### config.mk
export PLATFORM = sky130hd
export DESIGN_NAME = ctrl_pipeline
export DESIGN_NICKNAME = d
export VERILOG_FILES = /design/src/rtl/ctrl_pipe_pkg.sv /design/src/rtl/ctrl_pipe_stage.sv /design/src/rtl/ctrl_pipeline.sv
export SDC_FILE = /design/constraint.sdc
export NUM_CORES = 1
export LEC_CHECK = 0
export BUFFER_PORTS_ARGS = -buffer_cell sky130_fd_sc_hd__buf_2
export CAP_MARGIN = 20
export CELL_PAD_IN_SITES_DETAIL_PLACEMENT = 1
export CELL_PAD_IN_SITES_GLOBAL_PLACEMENT = 1
export CORE_ASPECT_RATIO = 0.8
export CORE_MARGIN = 2
export CORE_UTILIZATION = 38
export CTS_CLUSTER_DIAMETER = 50
export DETAILED_ROUTE_END_ITERATION = 7
export PLACE_DENSITY = 0.88
export SETUP_SLACK_MARGIN = 0.3
export SYNTH_ARGS = -nofsm -noshare
export SYNTH_HDL_FRONTEND = slang
export SYNTH_SLANG_ARGS = --single-unit
### constraint.sdc
create_clock -name clk -period 3.1 [get_ports clk]
set_clock_uncertainty 0.05 [all_clocks]
set_input_delay 0.465 -clock clk [delete_from_list [all_inputs] [get_ports clk]]
set_output_delay 0.465 -clock clk [all_outputs]
set_load 0.01 [all_outputs]
### src/rtl/ctrl_pipe_pkg.sv
// Shared constants and types for the post-decode control pipeline.
// Stage indices follow E/M/W naming of the classic five-stage core.
package ctrl_pipe_pkg;

  localparam int STG_E = 0;
  localparam int STG_M = 1;
  localparam int STG_W = 2;

  localparam int CW_DEF = 14;

  typedef logic [CW_DEF-1:0] ctrl_word_t;

endpackage

### src/rtl/ctrl_pipe_stage.sv
// One control-word stage register.
// Update order: flush, hold, bubble, load.
module ctrl_pipe_stage #(
  parameter int CW = 14
) (
  input  logic          clk,
  input  logic          reset,
  input  logic          flush,
  input  logic          hold,
  input  logic          bubble,
  input  logic [CW-1:0] d,
  input  logic          dv,
  output logic [CW-1:0] q,
  output logic          qv
);

  always_ff @(posedge clk) begin
    if (reset || flush) begin
      q  <= '0;
      qv <= 1'b0;
    end else if (!hold) begin
      if (bubble) begin
        q  <= '0;
        qv <= 1'b0;
      end else begin
        q  <= d;
        qv <= dv;
      end
    end
  end

endmodule

### src/rtl/ctrl_pipeline.sv
// Parametrised control-word pipeline with per-stage stall/flush
// and a mult/div busy tracker guarding HI/LO accesses.
module ctrl_pipeline
  import ctrl_pipe_pkg::*;
#(
  parameter int CW         = CW_DEF,
  parameter int NSTAGES    = 3,
  parameter int MD_LATENCY = 4
) (
  input  logic                  clk,
  input  logic                  reset,
  input  logic [CW-1:0]         ctrl_d,
  input  logic                  valid_d,
  input  logic                  md_start_d,
  input  logic                  hl_use_d,
  input  logic [NSTAGES-1:0]    stall_i,
  input  logic [NSTAGES-1:0]    flush_i,
  output logic [NSTAGES*CW-1:0] ctrl_o,
  output logic [NSTAGES-1:0]    valid_o,
  output logic                  stall_d_o,
  output logic                  md_busy_o,
  output logic                  md_done_o
);

  localparam int CNTW = $clog2(MD_LATENCY + 1);
  localparam logic [CNTW-1:0] LAT = CNTW'(MD_LATENCY);

  logic [NSTAGES-1:0] stall_eff;
  logic [CNTW-1:0]    cnt;
  logic               md_e;
  logic               md_in_e;
  logic               md_hazard;
  logic               md_load;

  // A stall anywhere downstream freezes every stage above it.
  always_comb begin
    stall_eff = '0;
    stall_eff[NSTAGES-1] = stall_i[NSTAGES-1];
    for (int k = NSTAGES - 2; k >= 0; k--) begin
      stall_eff[k] = stall_i[k] | stall_eff[k+1];
    end
  end

  assign md_busy_o = (cnt != '0);
  assign md_in_e   = md_e & valid_o[STG_E];
  assign md_hazard = valid_d & hl_use_d & (md_busy_o | md_in_e);
  assign stall_d_o = stall_eff[STG_E] | md_hazard;

  assign md_load = valid_d & md_start_d & ~flush_i[STG_E]
                 & ~stall_eff[STG_E] & ~md_hazard;

  for (genvar k = 0; k < NSTAGES; k++) begin : g_stg
    logic [CW-1:0] d;
    logic          dv;
    logic          bub;

    if (k == 0) begin : g_e
      assign d   = ctrl_d;
      assign dv  = valid_d;
      assign bub = md_hazard;
    end else begin : g_n
      assign d   = ctrl_o[(k-1)*CW +: CW];
      assign dv  = valid_o[k-1];
      assign bub = stall_eff[k-1];
    end

    ctrl_pipe_stage #(.CW(CW)) u_stg (
      .clk    (clk),
      .reset  (reset),
      .flush  (flush_i[k]),
      .hold   (stall_eff[k]),
      .bubble (bub),
      .d      (d),
      .dv     (dv),
      .q      (ctrl_o[k*CW +: CW]),
      .qv     (valid_o[k])
    );
  end

  // Tracks whether the word in stage E is the mult/div itself.
  always_ff @(posedge clk) begin
    if (reset || flush_i[STG_E]) begin
      md_e <= 1'b0;
    end else if (!stall_eff[STG_E]) begin
      md_e <= md_hazard ? 1'b0 : (valid_d & md_start_d);
    end
  end

  always_ff @(posedge clk) begin
    if (reset) begin
      cnt       <= '0;
      md_done_o <= 1'b0;
    end else begin
      md_done_o <= 1'b0;
      if (flush_i[STG_E] && md_in_e) begin
        cnt <= '0;
      end else if (md_load) begin
        cnt <= LAT;
      end else if (cnt != '0) begin
        cnt       <= cnt - 1'b1;
        md_done_o <= (cnt == CNTW'(1));
      end
    end
  end

endmodule

==> results.yml, run 1 <==
outcome:
  outcome: "finished, final reports clean"
timing:
  timing.fmax_ghz: 0.4259
  report.final.hold_viol_count: 0
  worst_pin_slew_ns: 0.6729
  finalMaxSlewViolations: 0
  min_period_ns: 2.348
  maxSlewHeadroom_pct: 55.14
  rsz0062_at_grt: "false"
  finalCritPeriodShare_pct: 75.74
  layout_setup_ws_ns: 0.7521
  fin_tns_setup_ns: 0
  setup_viol: 0
route:
  final_antenna_net_count: 0
  vias: 1779
  via_per_inst: 5.157
  wl_met1_um: 2447
  dr_wl_met3_um: 255
  routedWlPerCell_um: 15.32
  routed_wl_um: 5286
  drt_iter0_markers: 53
  route.met2.wl_um: 2504
  topRoutingLayerUsed: "met4"
  drc: 0
  dr.pass1.iters: 4
critical_path:
  cp_data_arrival_time_ns: 1.83
  crit_end: "stall_d_o"
  r2r_start: "cnt[0]$_SDFFE_PP0P_"
  cp_slowest_cell: "o211ai_4"
  critPathLaunch: "cnt[0]$_SDFFE_PP0P_"
  worstPathMaxFanout: 19
  worst-setup-path-type: "register to output port"
  r2r_cells: 6
  r2r_end: "g_stg[0].u_stg.q[10]$_SDFFE_PP0N_"
  crit_buf_inv: 2
  cp_top_family: "compound AO/OA/AOI/OAI gates"
  crit_path_start_kind: "register"
  rrSetupSlack_ns: 1.29
  crit_path_end_kind: "output port"
  critPathRequiredTime_ns: 2.58
  cp_num_cells: 6
  crit_chain: "inv_1 > ha_1 > nand2b_1 > o211ai_4 > nand2_1 > buf_2"
  max_stage_delay_ns: 0.51
clock_network:
  h-tree-depth: 2
  clockBufferDepth: 2
  hold_buffers: 0
  clk_root_buffer_cell: "clkbuf_8"
  cts_resized: 0
  cts_tree: "done"
  cts_sinks: 50
  post-cts-setup-buffer-count: 0
  clk_pin_slew_ns: 0.09
  worstSkewPairLatency_ns: 0.30
  cts_buffers: 5
die:
  die_h_um: 68.58
  die-area_mm2: 0.005809
  core_mm2: 0.005007
  ios: 73
  die_x_um: 84.72
  start_util_pct: 39.56
  rows: 23
global_route:
  grt_start_max_net_pins: 20
  overflow: 0
  grt_pass1_vias: 1707
  grt_pass1_wl_um: 8452
  grt.total_usage_pct: 18.85
  antenna_found_initial: 0
place:
  hpwl_um: 4009
  place_congestion: 0.7457
  place_area_mm2: 0.002301
  io_buffer_count: 72
  place_ws_ns: 0.8102
synthesis:
  postSynthCellCount: 224
  yosysTopAreaCell: "dfxtp_1"
  synth_edf_count: 0
  synth_area_mm2: 0.001981
  synth.distinct_cells: 29
  synth_top_area_share_pct: 50.54
  synth_seq_area_share_pct: 50.54
  syn_nets: 252
  avgSynthCellArea_um2: 8.842
  yosys_warnings: 0
  synthTopCellsByArea: "dfxtp_1 51%, a21oi_1 8.1%, nand2_1 6.3%, a22oi_1 5.7%, nand3b_1 5.7%"
  async_reset_ff_share_pct: 0
  ys_ff_latch: 50
  synthFlopType: "dfxtp_1"
pwr:
  power_density_mw_per_mm2: 557.9
  vdd.ir_drop.worst_uv: 313.2
  leakage_nw: 0.9968
finish:
  final_layout_size_suffix_gt1_share_pct: 29.68
  design_area_mm2: 0.002407
  synthToLayoutAreaGrowth_pct: 21.54
  fillCellCount: 634
  finish.net_count: 310
  diodes: 0
  fin_util_pct: 48.08
flow_run:
  maxCapViolCount: 0
hold_path:
  hold_class: "input pin to register"
-- through the flow --
stage	power [mW]	hold WS [ns]	instances
after floorplan	0.8557	0.3817	224
after global placement	0.8972	0.3956	337
after detailed placement	0.9105	0.4078	337
after CTS	1.359	0.3491	345
after global routing	1.414	0.3615	345
final	1.343	0.3552	345
-- how the worst min path moves through the flow --
stage / start / endpoint / slack [ns] / cells after the start
3_3_place_gp: md_e$_SDFFE_PP0N_ / md_e$_SDFFE_PP0N_ / 0.40 / 2
3_5_place_dp: md_e$_SDFFE_PP0N_ / md_e$_SDFFE_PP0N_ / 0.41 / 2
4_1_cts: ctrl_d[9] / g_stg[0].u_stg.q[9]$_SDFFE_PP0N_ / 0.35 / 3
6_report: ctrl_d[9] / g_stg[0].u_stg.q[9]$_SDFFE_PP0N_ / 0.36 / 3
5_1_grt: ctrl_d[6] / g_stg[0].u_stg.q[6]$_SDFFE_PP0N_ / 0.36 / 3
2_1_floorplan: md_e$_SDFFE_PP0N_ / md_e$_SDFFE_PP0N_ / 0.38 / 2
-- synthesized netlist by cell type, drive strengths merged, types with 2 or more instances --
library cell,instances
a21oi,32
a22oi,15
buf,10
clkbuf,12
dfxtp,50
ha,3
inv,2
nand2,33
nand3,15
nand3b,15
nand4,2
nor2,21
or2,4
-- report_power, final --
group | internal, mW | switching, mW | total (mW)
Combinational | 0.0803 | 0.132 | 0.212
Clock | 0.242 | 0.209 | 0.450
Sequential | 0.664 | 0.0167 | 0.681
Total | 0.986 | 0.357 | 1.34
-- final cells by class --
cell class | instances | area (um2) | area share, %
Multi-Input combinational cell | 150 | 847.1 | 35.19
Timing Repair Buffer | 73 | 367.9 | 15.28
Tap cell | 62 | 77.57 | 3.222
Sequential cell | 50 | 1001 | 41.58
Inverter | 2 | 7.507 | 0.3119
Clock inverter | 1 | 30.03 | 1.247
Clock buffer | 7 | 76.32 | 3.170
-- registers in the layout, summed over array words and instances (netlist names) --
signal and count:
cnt 3, g_stg.u_stg.q 42, g_stg.u_stg.qv 3, md_done_o 1, md_e 1
-- logic make-up after synthesis --
group,Yosys count,share of synthesized area [%]
AO/OA/AOI/OAI,51,16.11
AND/OR/NAND/NOR,94,23.69
XOR/XNOR,1,0.4423
buffers and inverters,24,6.822
multiplexers,1,0.5054
flip-flops,50,50.54
adder cells (fa/ha/maj),3,1.895
-- layer usage --
layer | track usage (%) | vias up
met1 | 24.25 | 847
met4 | 7.143 | 0
met2 | 31.99 | 50
met3 | 3.690 | 7
met5 | 0 | -
li1 | - | 875
-- worst register-to-register path, delay by kind of cell (launching register included) --
family / cells / cell delay (ns)
adders and majority gates: 1 / 0.17
DFF: 1 / 0.35
and+or+nand+nor: 2 / 0.37
buffers and inverters: 1 / 0.09
AOI/OAI and AO/OA: 2 / 0.70
-- placed cells by master (no fill, tap or decap), drive strengths merged, types with 2 or more instances in the layout --
cell    count
inv         2
nor2       21
nand2      33
nand3      15
clkbuf      7
a21oi      32
dfxtp      50
a22oi      15
buf        73
nand4       2
ha          3
or2         4
nand3b     15
No activity file was read; power rests on OpenSTA's default activity.
==> run 2: changes to the inputs <==
--- a/config.mk
+++ b/config.mk
@@ -5,16 +5,17 @@
 export SDC_FILE = /design/constraint.sdc
 export NUM_CORES = 1
 export LEC_CHECK = 0
+export ABC_AREA = 1
 export BUFFER_PORTS_ARGS = -buffer_cell sky130_fd_sc_hd__buf_2
 export CAP_MARGIN = 20
 export CELL_PAD_IN_SITES_DETAIL_PLACEMENT = 1
 export CELL_PAD_IN_SITES_GLOBAL_PLACEMENT = 1
 export CORE_ASPECT_RATIO = 0.8
 export CORE_MARGIN = 2
-export CORE_UTILIZATION = 38
+export CORE_UTILIZATION = 30
 export CTS_CLUSTER_DIAMETER = 50
 export DETAILED_ROUTE_END_ITERATION = 7
-export PLACE_DENSITY = 0.88
+export PLACE_DENSITY = 0.77
 export SETUP_SLACK_MARGIN = 0.3
 export SYNTH_ARGS = -nofsm -noshare
 export SYNTH_HDL_FRONTEND = slang
==> constraint.sdc (replaced) <==
create_clock -name clk -period 1.95 [get_ports clk]
set_clock_uncertainty 0.05 [all_clocks]
set_input_delay 0.2925 -clock clk [delete_from_list [all_inputs] [get_ports clk]]
set_output_delay 0.2925 -clock clk [all_outputs]
set_load 0.01 [all_outputs]
==> results.yml, run 2 <==
die:
  ios: 73
  rows: 26
  die-area_mm2: 0.007123
  start_util_pct: 30.71
  die_x_um: 93.87
  core_mm2: 0.006311
  die_h_um: 75.89
finish:
  finish.net_count: 347
  top_regs: "g_stg.u_stg.q (42), cnt (3), g_stg.u_stg.qv (3)"
  final_common_cell: "buf_2"
  final_layout_size_suffix_gt1_share_pct: 31.56
  final_cells: 404
  largest-register: "g_stg.u_stg.q"
  final_cell_mix: "72 x buf_2, 71 x nand2_1, 48 x dfxtp_1, 47 x a21oi_1, 19 x nand3_1"
  synthToLayoutAreaGrowth_pct: 29.89
  diodes: 0
  fillCellCount: 814
  fin_util_pct: 39.89
  largest_reg_flops: 42
clock_network:
  cts_buffers: 5
  clockBufferDepth: 2
  cts_tree: "done"
  h-tree-depth: 2
  worstSkewPairLatency_ns: 0.30
  hold_buffers: 0
  cts_sinks: 50
  clk_root_buffer_cell: "clkbuf_8"
  clk_pin_slew_ns: 0.10
synthesis:
  synth_top_area_share_pct: 51.65
  synth_xor_xnor_area_share_pct: 0.4519
  async_reset_ff_share_pct: 0
  synth_mux_area_share_pct: 0
  synth_seq_area_share_pct: 51.65
  synth_area_mm2: 0.001938
  synth_commonest_cells: "72 x nand2_1, 50 x dfxtp_1, 47 x a21oi_1, 20 x nand3_1, 18 x o21ai_0"
  synth.distinct_cells: 17
  synthSimpleGateAreaFrac_pct: 21.89
  synthAdderAreaFrac_pct: 1.937
  yosys_warnings: 0
  synth_edf_count: 0
  yosysTopAreaCell: "dfxtp_1"
  ys_ff_latch: 50
  postSynthCellCount: 249
  synthFlopType: "dfxtp_1"
  synth_top_family_by_area: "simple AND/OR/NAND/NOR gates"
  synth_most_common_cell: "nand2_1"
  syn_nets: 277
  synth_compound_area_share_pct: 16.79
  avgSynthCellArea_um2: 7.784
  synthTopCellsByArea: "dfxtp_1 52%, nand2_1 14%, a21oi_1 12%, nand3_1 5.2%, o21ai_0 4.6%"
timing:
  report.final.hold_viol_count: 0
  setup_viol: 0
  min_period_ns: 1.577
  maxSlewHeadroom_pct: 62.93
  finalMaxSlewViolations: 0
  finalCritPeriodShare_pct: 80.89
  hold_slack_ns: 0.2039
  rsz0062_at_grt: "true"
  layout_setup_ws_ns: 0.3727
  timing.fmax_ghz: 0.6340
  worst_pin_slew_ns: 0.5546
  fin_tns_setup_ns: 0
route:
  dr.pass1.iters: 4
  final_antenna_net_count: 0
  routed_wl_um: 5688
  via_per_inst: 4.676
  vias: 1889
  drt_iter0_markers: 61
  routedWlPerCell_um: 14.08
  drc: 0
critical_path:
  max_stage_delay_ns: 0.36
  cp_data_arrival_time_ns: 1.23
  crit_path_start_kind: "register"
  crit_path_end_kind: "output port"
  worst-setup-path-type: "register to output port"
  crit_chain: "inv_4 > ha_4 > nand3_2 > nand2_2 > nand2_1 > buf_2"
  cp_slowest_cell: "dfxtp_4"
  critPathRequiredTime_ns: 1.61
  worstPathMaxFanout: 4
place:
  io_buffer_count: 72
  place_congestion: 0.7163
  place_ws_ns: 0.3869
  hpwl_um: 4071
  dp.cells: 392
pwr:
  vdd.ir_drop.worst_uv: 353.7
  leakage_nw: 1.071
  power_density_mw_per_mm2: 901.0
hold_path:
  hold_class: "input pin to register"
global_route:
  grt_pass1_wl_um: 8894
  grt_pass1_vias: 1835
  grt_start_max_net_pins: 31
  grt.total_usage_pct: 16.26
  antenna_found_initial: 0
  overflow: 0
outcome:
  outcome: "finished, final reports clean"
flow_run:
  maxCapViolCount: 0
## run 2: cell types whose count changed after synthesis, sizes merged, moves of 2 or more
cell,before,now
inv,2,11
buf,10,8
a21oi,32,47
nand2,33,73
nand3,15,20
nor2,21,6
o21ai,0,18
nand3b,15,0
clkbuf,12,10
nand4,2,0
or2,4,2
a22oi,15,0
## run 2: metrics by stage
step / instance area, um2 / power (mW)
global route: 2517 / 2.378
floorplan: 1938 / 1.317
detailed placement: 2341 / 1.427
CTS: 2480 / 2.216
global placement: 2341 / 1.411
finish: 2517 / 2.268
## run 2: area by class of cell
type | count | area (um2) | share of cell area [%]
multi-input cells | 170 | 815.8 | 32.41
inverters | 11 | 46.29 | 1.839
well taps | 84 | 105.1 | 4.175
clock buffers | 5 | 68.82 | 2.734
flip-flops and latches | 50 | 1006 | 39.96
repair buffers | 81 | 427.9 | 17.00
clock inverters | 3 | 47.55 | 1.889
## run 2: final timing paths
check                                    from                                to  slack, ns  cells after the start
max                       cnt[0]$_SDFFE_PP0P_                         stall_d_o       0.37                      6
min                                 ctrl_d[2]  g_stg[0].u_stg.q[2]$_SDFFE_PP0N_       0.20                      3
max reg2reg               cnt[0]$_SDFFE_PP0P_  g_stg[0].u_stg.q[9]$_SDFFE_PP0N_       0.50                      8
min reg2reg  g_stg[2].u_stg.q[8]$_SDFFE_PP0N_  g_stg[2].u_stg.q[8]$_SDFFE_PP0N_       0.41                      2
## run 2: what timing repair did
| action | 4_1_cts | 5_1_grt |
|---|---|---|
| buffers inserted | 1 | 3 |
| pin swaps | 2 | 3 |
| setup endpoints to repair | 1 | 1 |
| gates cloned | 0 | 0 |
| resized for setup | 5 | 6 |
## run 2: logic make-up (layout without fill, tap and decap cells)
logic type                 after synthesis  after routing
AOI/OAI and AO/OA                       65             65
xor gates and xnor gates                 1              1
adders and majority gates                3              3
buffers and inverters                   29            100
DFF                                     50             50
and+or+nand+nor                        101            101
## run 2: layer usage
| layer | vias to the layer above | global-route usage (%) | routed length (um) |
|---|---|---|---|
| met5 | - | 0 | 0 |
| met4 | 0 | 5.475 | 75 |
| met3 | 5 | 3.264 | 221 |
| met2 | 54 | 26.19 | 2519 |
| met1 | 881 | 22.11 | 2871 |
| li1 | 949 | - | - |
## run 2: power by group
| group | leakage (nW) | switching [mW] | internal, mW | total (mW) |
|---|---|---|---|---|
| Clock | 0.0587 | 0.374 | 0.390 | 0.764 |
| Combinational | 0.608 | 0.239 | 0.179 | 0.418 |
| Sequential | 0.405 | 0.0273 | 1.06 | 1.09 |
## run 2: critical path, delay by kind of cell (launching register included)
family / cells / cell delay (ns)
adders and majority gates: 1 / 0.15
DFF: 1 / 0.36
buffers and inverters: 2 / 0.20
and+or+nand+nor: 3 / 0.21
==> run 3: changes to the inputs <==
--- a/config.mk
+++ b/config.mk
@@ -5,17 +5,17 @@
 export SDC_FILE = /design/constraint.sdc
 export NUM_CORES = 1
 export LEC_CHECK = 0
-export ABC_AREA = 1
+export ABC_AREA = 0
 export BUFFER_PORTS_ARGS = -buffer_cell sky130_fd_sc_hd__buf_2
 export CAP_MARGIN = 20
 export CELL_PAD_IN_SITES_DETAIL_PLACEMENT = 1
 export CELL_PAD_IN_SITES_GLOBAL_PLACEMENT = 1
 export CORE_ASPECT_RATIO = 0.8
 export CORE_MARGIN = 2
-export CORE_UTILIZATION = 30
+export CORE_UTILIZATION = 35
 export CTS_CLUSTER_DIAMETER = 50
 export DETAILED_ROUTE_END_ITERATION = 7
-export PLACE_DENSITY = 0.77
+export PLACE_DENSITY = 0.82
 export SETUP_SLACK_MARGIN = 0.3
 export SYNTH_ARGS = -nofsm -noshare
 export SYNTH_HDL_FRONTEND = slang
==> constraint.sdc (replaced) <==
create_clock -name clk -period 1.6 [get_ports clk]
set_clock_uncertainty 0.05 [all_clocks]
set_input_delay 0.24 -clock clk [delete_from_list [all_inputs] [get_ports clk]]
set_output_delay 0.24 -clock clk [all_outputs]
set_load 0.01 [all_outputs]
==> results.yml, run 3 (synthesis gave the netlist of run 1 again) <==
pwr:
  switching_share_pct: 28.79
  leakage_nw: 1.093
  p_sw_uw: 828.7
  comb_power_share_pct: 26.2
  p_int_mw: 2.050
  vdd.ir_drop.worst_uv: 818.6
  seqPwrFrac_pct: 45.9
  power_density_mw_per_mm2: 1097
  p_clk_share_pct: 27.9
die:
  start_util_pct: 36.24
  rows: 24
  die_h_um: 71.29
  die-area_mm2: 0.006281
  ios: 73
  die_x_um: 88.11
  core_mm2: 0.005465
outcome:
  violations: "setup timing"
  outcome: "complete, but fails checks"
finish:
  finish.net_count: 327
  top_regs: "g_stg.u_stg.q (42), cnt (3), g_stg.u_stg.qv (3)"
  largest-register: "g_stg.u_stg.q"
  final_common_cell: "buf_2"
  diodes: 0
  largest_reg_flops: 42
  fillCellCount: 698
  design_area_mm2: 0.002624
  final_cell_mix: "70 x buf_2, 48 x dfxtp_1, 32 x nand2_1, 29 x a21oi_1, 19 x nor2_1"
  final_cells: 378
  final_layout_size_suffix_gt1_share_pct: 38.33
  synthToLayoutAreaGrowth_pct: 32.47
place:
  dp.cells: 362
  hpwl_um: 4188
  place_area_mm2: 0.002410
  io_buffer_count: 72
  place_congestion: 0.7251
route:
  routed_wl_um: 5743
  route.met2.wl_um: 2653
  wl_met1_um: 2658
  via_per_inst: 4.955
  drc: 0
  topRoutingLayerUsed: "met4"
  dr_wl_met3_um: 299
  dr.pass1.iters: 4
  drt_iter0_markers: 70
  final_antenna_net_count: 0
  vias: 1873
  routedWlPerCell_um: 15.19
timing:
  worst_pin_slew_ns: 0.5933
  timing.fmax_ghz: 0.6248
  finalMaxSlewViolations: 0
  finalCritPeriodShare_pct: 100.0
  layout_setup_ws_ns: -0.0003869
  report.final.hold_viol_count: 0
  rsz0062_at_grt: "true"
  setup_viol: 1
  maxSlewHeadroom_pct: 60.44
  min_period_ns: 1.600
critical_path:
  worst-setup-path-type: "register to output port"
  worstPathMaxFanout: 2
  crit_path_end_kind: "output port"
  r2r_end: "g_stg[0].u_stg.q[5]$_SDFFE_PP0N_"
  rrSetupSlack_ns: 0.03
  cp_data_arrival_time_ns: 1.31
  critPathRequiredTime_ns: 1.31
  r2r_start: "cnt[1]$_SDFFE_PP0P_"
  crit_path_start_kind: "register"
  r2r_cells: 9
hold_path:
  min-delay-start: "ctrl_d[1]"
  hold_end: "g_stg[0].u_stg.q[1]$_SDFFE_PP0N_"
  hold_depth: 3
  hold_class: "input pin to register"
clock_network:
  clk_pin_slew_ns: 0.09
  cts_tree: "done"
  hold_buffers: 0
  worstSkewPairLatency_ns: 0.30
  cts_sinks: 50
  clockBufferDepth: 2
  clk_root_buffer_cell: "clkbuf_8"
  h-tree-depth: 2
  cts_buffers: 5
global_route:
  grt.total_usage_pct: 19.16
  grt_start_max_net_pins: 20
  grt_pass1_vias: 1850
  antenna_found_initial: 0
  grt_pass1_wl_um: 9273
  overflow: 0
flow_run:
  maxCapViolCount: 0
[run 3: final cells by class]
class                      count  area (um2)  area share, %
sequential                    50        1003          38.24
multi-input combinational    150       895.9          34.14
tap                           78       97.59          3.720
clock buffer                   6       82.58          3.147
timing repair buffer          90       519.2          19.79
inverter                       2       7.507         0.2861
clock inverter                 2       17.52         0.6676
[run 3: power by group through the flow]
stage | combinational (mW) | sequential [mW] | clock [mW]
after floorplan | 0.368 | 1.35 | 0
after global placement | 0.477 | 1.35 | 0
after detailed placement | 0.488 | 1.35 | 0
after CTS | 0.696 | 1.32 | 0.818
after global routing | 0.818 | 1.33 | 0.866
final | 0.754 | 1.32 | 0.802
[run 3: worst max-delay path by stage]
stage                             start                                 to  slack, ns  cells after the start
detailed placement  cnt[1]$_SDFFE_PP0P_  g_stg[0].u_stg.q[12]$_SDFFE_PP0N_        0.1                      7
finish              cnt[1]$_SDFFE_PP0P_                          stall_d_o    -0.0004                      6
global route        cnt[1]$_SDFFE_PP0P_                          stall_d_o      -0.04                      6
CTS                 cnt[0]$_SDFFE_PP0P_                          stall_d_o      -0.02                      6
floorplan           cnt[1]$_SDFFE_PP0P_                          stall_d_o       0.14                      7
global placement    cnt[1]$_SDFFE_PP0P_   g_stg[0].u_stg.q[9]$_SDFFE_PP0N_       0.14                      7
[run 3: timing repair]
item,in CTS,in global routing
setup endpoints to repair,22,22
pin swaps,2,2
resized for setup,9,3
buffers inserted,7,1
[run 3: worst max-delay path: stages, from the launching register on]
cell and delay (ns):
dfxtp_2 0.34, inv_2 0.07, ha_4 0.15, nand2b_4 0.07, o211ai_4 0.20, nand2_4 0.06
buf_6 0.12
[run 3: per-stage QoR]
stage	hold slack [ns]	total power, mW	util, %	TNS [ns]	setup slack [ns]
finish	0.1244	2.878	48.01	-0.0003869	-0.0003869
global route	0.1375	3.011	48.01	-0.1190	-0.04001
CTS	0.1238	2.831	47.62	-0.01529	-0.01529
detailed placement	0.4114	1.838	44.09	0	0.09932
global placement	0.3885	1.825	44.09	0	0.1380
floorplan	0.3367	1.716	-	0	0.1380
[run 3: layer usage]
metal  GRT usage, %  up-vias
met5              0        -
met4          7.912        0
met3          3.226       11
met2          30.56       60
met1          25.91      890
li1               -      912
